<file path="src/rtl/regfile_mp.sv">
// rtl/regfile_mp.sv - parametrised multi-port register file with registered read ports
//
// Purpose: register file for the MIPS datapath with N_RD registered read ports,
// N_WR write ports (higher port index wins on an address conflict) and an
// optional hard-wired zero register.
// Optional feature macro: REGFILE_BYPASS_EN. When defined, a read and a write
// to the same address at the same edge return the incoming write data.
//
// Ports:
//   clk     in   rising-edge clock
//   rst     in   asynchronous, active-low reset (clears storage and read ports)
//   we      in   [N_WR]         per-port write enable
//   waddr   in   [N_WR*ADDR_W]  write address, port k at [k*ADDR_W +: ADDR_W]
//   wdata   in   [N_WR*DATA_W]  write data, port k at [k*DATA_W +: DATA_W]
//   re      in   [N_RD]         per-port read enable
//   raddr   in   [N_RD*ADDR_W]  read address, port j at [j*ADDR_W +: ADDR_W]
//   rdata   out  [N_RD*DATA_W]  registered read data, port j at [j*DATA_W +: DATA_W]
//   rvalid  out  [N_RD]         one-cycle pulse when rdata of port j was loaded
module regfile_mp #(
  parameter int DATA_W   = 32,
  parameter int ADDR_W   = 5,
  parameter int N_RD     = 2,
  parameter int N_WR     = 1,
  parameter int ZERO_REG = 1
) (
  input  logic                     clk,
  input  logic                     rst,
  input  logic [N_WR-1:0]          we,
  input  logic [N_WR*ADDR_W-1:0]   waddr,
  input  logic [N_WR*DATA_W-1:0]   wdata,
  input  logic [N_RD-1:0]          re,
  input  logic [N_RD*ADDR_W-1:0]   raddr,
  output logic [N_RD*DATA_W-1:0]   rdata,
  output logic [N_RD-1:0]          rvalid
);

  localparam int DEPTH = 1 << ADDR_W;

  logic [DATA_W-1:0] mem [DEPTH];
  logic [DATA_W-1:0] rd_val [N_RD];

  // Value each read port will capture at the next edge.
  always_comb begin
    for (int j = 0; j < N_RD; j++) begin
      rd_val[j] = mem[raddr[j*ADDR_W +: ADDR_W]];
`ifdef REGFILE_BYPASS_EN
      // Ascending scan so the highest-numbered matching port is forwarded,
      // which is the same port whose data lands in storage.
      for (int k = 0; k < N_WR; k++) begin
        if (we[k] && (waddr[k*ADDR_W +: ADDR_W] == raddr[j*ADDR_W +: ADDR_W])) begin
          rd_val[j] = wdata[k*DATA_W +: DATA_W];
        end
      end
`endif
      // Register 0 reads as zero even if a write to it is being forwarded.
      if ((ZERO_REG != 0) && (raddr[j*ADDR_W +: ADDR_W] == '0)) begin
        rd_val[j] = '0;
      end
    end
  end

  // Storage; later write ports override earlier ones on the same address.
  always_ff @(posedge clk or negedge rst) begin
    if (!rst) begin
      for (int i = 0; i < DEPTH; i++) begin
        mem[i] <= '0;
      end
    end else begin
      for (int k = 0; k < N_WR; k++) begin
        if (we[k] && ((ZERO_REG == 0) || (waddr[k*ADDR_W +: ADDR_W] != '0))) begin
          mem[waddr[k*ADDR_W +: ADDR_W]] <= wdata[k*DATA_W +: DATA_W];
        end
      end
    end
  end

  // Registered read ports; rdata holds while re is low.
  always_ff @(posedge clk or negedge rst) begin
    if (!rst) begin
      rdata  <= '0;
      rvalid <= '0;
    end else begin
      for (int j = 0; j < N_RD; j++) begin
        rvalid[j] <= re[j];
        if (re[j]) begin
          rdata[j*DATA_W +: DATA_W] <= rd_val[j];
        end
      end
    end
  end

endmodule
</file>
<file path="config.mk">
export PLATFORM = sky130hd
export DESIGN_NAME = regfile_mp
export DESIGN_NICKNAME = d
export VERILOG_FILES = /design/src/rtl/regfile_mp.sv
export SDC_FILE = /design/constraint.sdc
export NUM_CORES = 2
export LEC_CHECK = 0
export BUFFER_PORTS_ARGS = -buffer_cell sky130_fd_sc_hd__buf_2
export CAP_MARGIN = 15
export CORE_UTILIZATION = 40
export DETAILED_ROUTE_END_ITERATION = 10
export PLACE_DENSITY = 0.58
export SLEW_MARGIN = 20
export SYNTH_ARGS = -nofsm -noshare
export SYNTH_HDL_FRONTEND = slang
export SYNTH_SLANG_ARGS = --single-unit
export TNS_END_PERCENT = 1
</file>
<file path="constraint.sdc">
create_clock -name clk -period 2.7 [get_ports clk]
set_input_delay 0.54 -clock clk [delete_from_list [all_inputs] [get_ports clk]]
set_output_delay 0.54 -clock clk [all_outputs]
set_load 0.05 [all_outputs]
</file>
== Word-level counts from Yosys, hierarchy flattened ==
Cells that the tools add are included.
Operators by class
  reduce and logical (&&, ||, !) cells: 5
  $lt $le $gt $ge: 4
  multiplexer cells: 11
  bitwise operators: 3
Operator list (number)
  bitwise mux 1024 bit: 1
  binary-select mux 32 bit (select 5 bit): 2
  two-way mux 32 bit: 7
  demux 32 bit (select 5 bit): 1
  >= comparator 6 bit, second input constant: 3
  NOT 5 -> 6 bit: 3
  zero test 5 bit: 2
  < comparator 6 x 1 -> 1 bit, second input constant: 1
  nonzero test 5 bit: 1
  logical AND 1 bit: 2
Storage, ports and cells
  output and inout port bits: 66
  bits of input ports: 52
  word-level logic and storage cells: 58
  bits in registers: 1090

== Logic depth before layout (Yosys ltp) ==
  depth in word-level cells: 6
  mapped depth: 9
  mapped depth without buffers: 4

== Least setup slack after synthesis ==
Ideal clock, no wire load.
  kind: input port to flip-flop
  from: input port raddr[0]
  to: register rdata[10]
  required time: 2.562 ns
  library setup time: 0.138 ns
  buffers on the path: 2
  arrival: 2.218 ns
  stages: 6
  slack: 0.344 ns
  path through: buf_2 -> buf_2 -> mux4_2 -> mux2_2 -> a2111oi_0 -> a21oi_1
On the way
  word-level cells in the longest chain between the ends: 5
  elaborated cells on any way between the ends: 6
  those cells by class: mux: 4; bitwise: 1; reduce/logical: 1
Ends and longest elaborated chain
  from (decl): RTL line 32  | input logic [N_RD*ADDR_W-1:0] raddr,
  NOT 5 -> 6 bit (not written as such): RTL line 45  | rd_val[j] = mem[raddr[j*ADDR_W +: ADDR_W]];
  binary-select mux 32 bit (select 5 bit): RTL line 45
  two-way mux 32 bit (not written as such) (2 in a row): RTL line 45
  two-way mux 32 bit *: RTL line 56  | if ((ZERO_REG != 0) && (raddr[j*ADDR_W +: ADDR_W] == '0)) begin
  to (signal, indexed assignment): RTL line 86  | rdata[j*DATA_W +: DATA_W] <= rd_val[j];
  to (decl): RTL line 33  | output logic [N_RD*DATA_W-1:0] rdata,
Every way passes the cells marked *; elsewhere a longest branch is shown, timed or not. The select of a mux whose other input is x is not followed.
A chain may end at the register's enable or synchronous reset.

== Worst setup path after layout ==
  from: register rdata[15]
  to: output port rdata[15]
No word-level cell between the ends.

==> flow_summary.ini <==
[synth]
synth_compound_area_share_pct = 4.79
yosys.area_share.adder_pct = 0
synth_top_family_by_area = multiplexers
synth_area_leaders = dfrtp_1 (48%), mux2_2 (21%), mux4_2 (13%)
synth_cell_types = 35
ys_seq_elements = 1090
synth_warnings = 0
syn_area_um2 = 56700
synthMuxAreaShare_pct = 40.5
synthSimpleGateAreaFrac_pct = 3.18
synth_xor_area_share_pct = 0
synthFlopType = dfrtp_1
synth-edff-count = 0
netlist.top_cell.by_area = dfrtp_1
async_flop_share_pct = 100
synth.top_cell.area_share_pct = 48.1
synth_fp_nets = 4056
yosysSeqAreaShare_pct = 48.1
synth.avg_cell_area_um2 = 14.2
syn-instance-count = 4004

[placed_design]
place_ws_ns = -0.0255
dp_cells = 5841
place_congestion = 0.831
numPortBuffers = 117
place_hpwl_um = 116000

[global_route]
overflow = 0
grt_pass1_vias = 38300
grt_usage_pct = 26.7
antenna_found_initial = 27
grt_max_degree = 96
grt_pass1_wl_um = 276000

[clock_network]
cts_root_buf = clkbuf_16
post-cts-setup-buffers = 0
numCtsBuffers = 118
cts_tree = done
htreeDepth = 3
clock-sinks = 1090
clk_pin_slew_ns = 0.07
clk_latency_ns = 0.75
cts_buffer_depth = 3

[sta]
whs_ns = 0.304
setup_slack_ns = 0.501
slew_violations = 0
tightest_slew_ns = 0.877
fin_crit_ns = 2.20
setup_viol = 0
tns_ns = 0
period_share_pct = 81.4
hold_viol_final = 0
max_freq_mhz = 455
maxSlewHeadroom_pct = 41.5
fin_worst_skew_ns = 0.0287
rsz0062_at_grt = no

[setup_path]
cp_max_fo = 2
r2r_cells = 5
slowest_stage = dfrtp_1
cp.depth = 1
cp_slowest_stage_delay_ns = 0.57
cp.required_ns = 2.16
crit_family = flip-flops
crit_type = register to primary output
crit_buf_inv = 1
worstPathArrival_ns = 1.66
end_kind = primary output
path_cells = buf_2
startpoint_type = register

[routing]
wl_um = 189000
first_pass_iters = 7
drtAntennaViolNets = 0
vias = 37500
wl_per_cell_um = 31.2
drc_errors = 0
post_drt_via_cell_ratio = 6.19
drt_iter0_drc = 3219

[pwr]
p_sw_share_pct = 27.7
pwr-share-comb_pct = 19.6
power.internal_mw = 34.5
p_clk_share_pct = 35.2
p_switching_mw = 13.2
seq_power_share_pct = 45.3
ir_worst_vdd_uv = 462
pwr_density_cell_nw_per_um2 = 728
p_leak_nw = 28.9

[finish]
stdcell_count = 6067
fill_cells = 12300
area_delta_synth_final_pct = 15.6
fin_nets = 4138
drive_gt1_share_pct = 48.5

[hold_path]
min_path_cells = 1
hp-class = input port to register

[flow_run]
cap_violations = 0

[die]
initial_core_util_pct = 40.5
core_um2 = 140000
die-area_um2 = 143000
die_width_um = 378
die-height_um = 378
io_pins = 118
row_count = 137

[run_status]
status = complete, no violations
[routing by layer]
metal / vias up / share of wire (%) / GRT usage, %
met1: 20300 / 44 / 38.4
li1: 15500 / - / -
met4: 32 / 2.9 / 8.14
met5: - / 0.098 / 0
met3: 308 / 8.4 / 5.94
met2: 1420 / 44 / 40.0
[cells by family (layout without fill, tap and decap cells)]
family / Yosys count / count (layout)
mux: 1758 / 1758
flops: 1090 / 1090
buf+inv: 439 / 622
compound gates: 382 / 382
simple gates: 335 / 335
other cells: 0 / 4
[stage by stage]
step | area [µm²] | util [%] | total power, mW
after floorplan | 56700 | - | 28.1
after global placement | 61500 | 43.9 | 30.9
after detailed placement | 61500 | 43.9 | 31.2
after CTS | 65500 | 46.8 | 48.0
after global routing | 65500 | 46.8 | 49.8
final | 65500 | 46.8 | 47.7
[final cells by class]
cell class	count	area, µm²	area share [%]
sequential	1090	27300	41.6
clock inverter	51	515	0.787
clock buffer	170	3490	5.32
timing repair buffer	399	4160	6.35
inverter	2	7.51	0.0115
multi-input combinational	2475	27700	42.3
tap	1876	2350	3.58
antenna	4	10.0	0.0153
[power groups by stage]
stage	clock network, mW	registers [mW]	logic, mW
2_1_floorplan	0	21.5	6.59
3_3_place_gp	0	21.7	9.17
3_5_place_dp	0	21.9	9.33
4_1_cts	17.1	21.6	9.36
5_1_grt	17.8	22.0	10.0
6_report	16.8	21.6	9.34
[cells in the final DEF, fill, tap and decap left out, types with 6 or more instances in the layout]
| cell type | synthesis | final |
|---|---|---|
| clkinv_2 | 0 | 33 |
| o22ai_1 | 124 | 124 |
| clkbuf_8 | 0 | 32 |
| o211ai_1 | 62 | 62 |
| a22o_1 | 60 | 60 |
| nand3b_1 | 9 | 9 |
| a21oi_1 | 62 | 62 |
| nand2_2 | 0 | 15 |
| clkbuf_16 | 0 | 119 |
| nor2_4 | 0 | 16 |
| mux2_2 | 1056 | 1056 |
| buf_2 | 72 | 110 |
| inv_6 | 0 | 6 |
| mux4_2 | 324 | 324 |
| dfrtp_1 | 1090 | 1090 |
| nand2b_1 | 66 | 66 |
| buf_12 | 0 | 112 |
| buf_4 | 20 | 171 |
| or4_1 | 64 | 64 |
| clkbuf_1 | 282 | 19 |
| a2111oi_0 | 66 | 66 |
| mux2i_1 | 378 | 378 |
| bufinv_16 | 0 | 9 |
| nor2_1 | 144 | 128 |
[final timing paths]
path / startpoint / endpoint / slack [ns]
setup / recovery: rdata[15] / rdata[15] / 0.50
hold / removal: re[0] / rvalid[0] / 0.30
setup reg to reg: mem[794] / rdata[26] / 0.59
hold reg to reg: mem[1008] / mem[1008] / 0.40
max in group asynchronous: rst / mem[679] / 1.43
min in group asynchronous: rst / mem[636] / 0.31
[state kept, by name (all words and copies together) (netlist names)]
signal	cells
mem	1024
rdata	64
rvalid	2
[synth_stat cells, drive strengths merged, types with 5 or more instances]
library cell	instances
buf	155
mux2i	378
mux4	324
or3b	5
a21oi	62
nor3	5
nand2b	66
dfrtp	1090
nand3b	9
a2111oi	66
o211ai	62
a22o	60
or4	64
nor2	144
o22ai	124
clkbuf	282
nand2	17
mux2	1056
[repair_timing]
action                    4_1_cts  5_1_grt
gates resized for setup         0        0
hold buffers                    1        0
hold endpoints to repair       36        0
(Power assumes the default switching activity.)
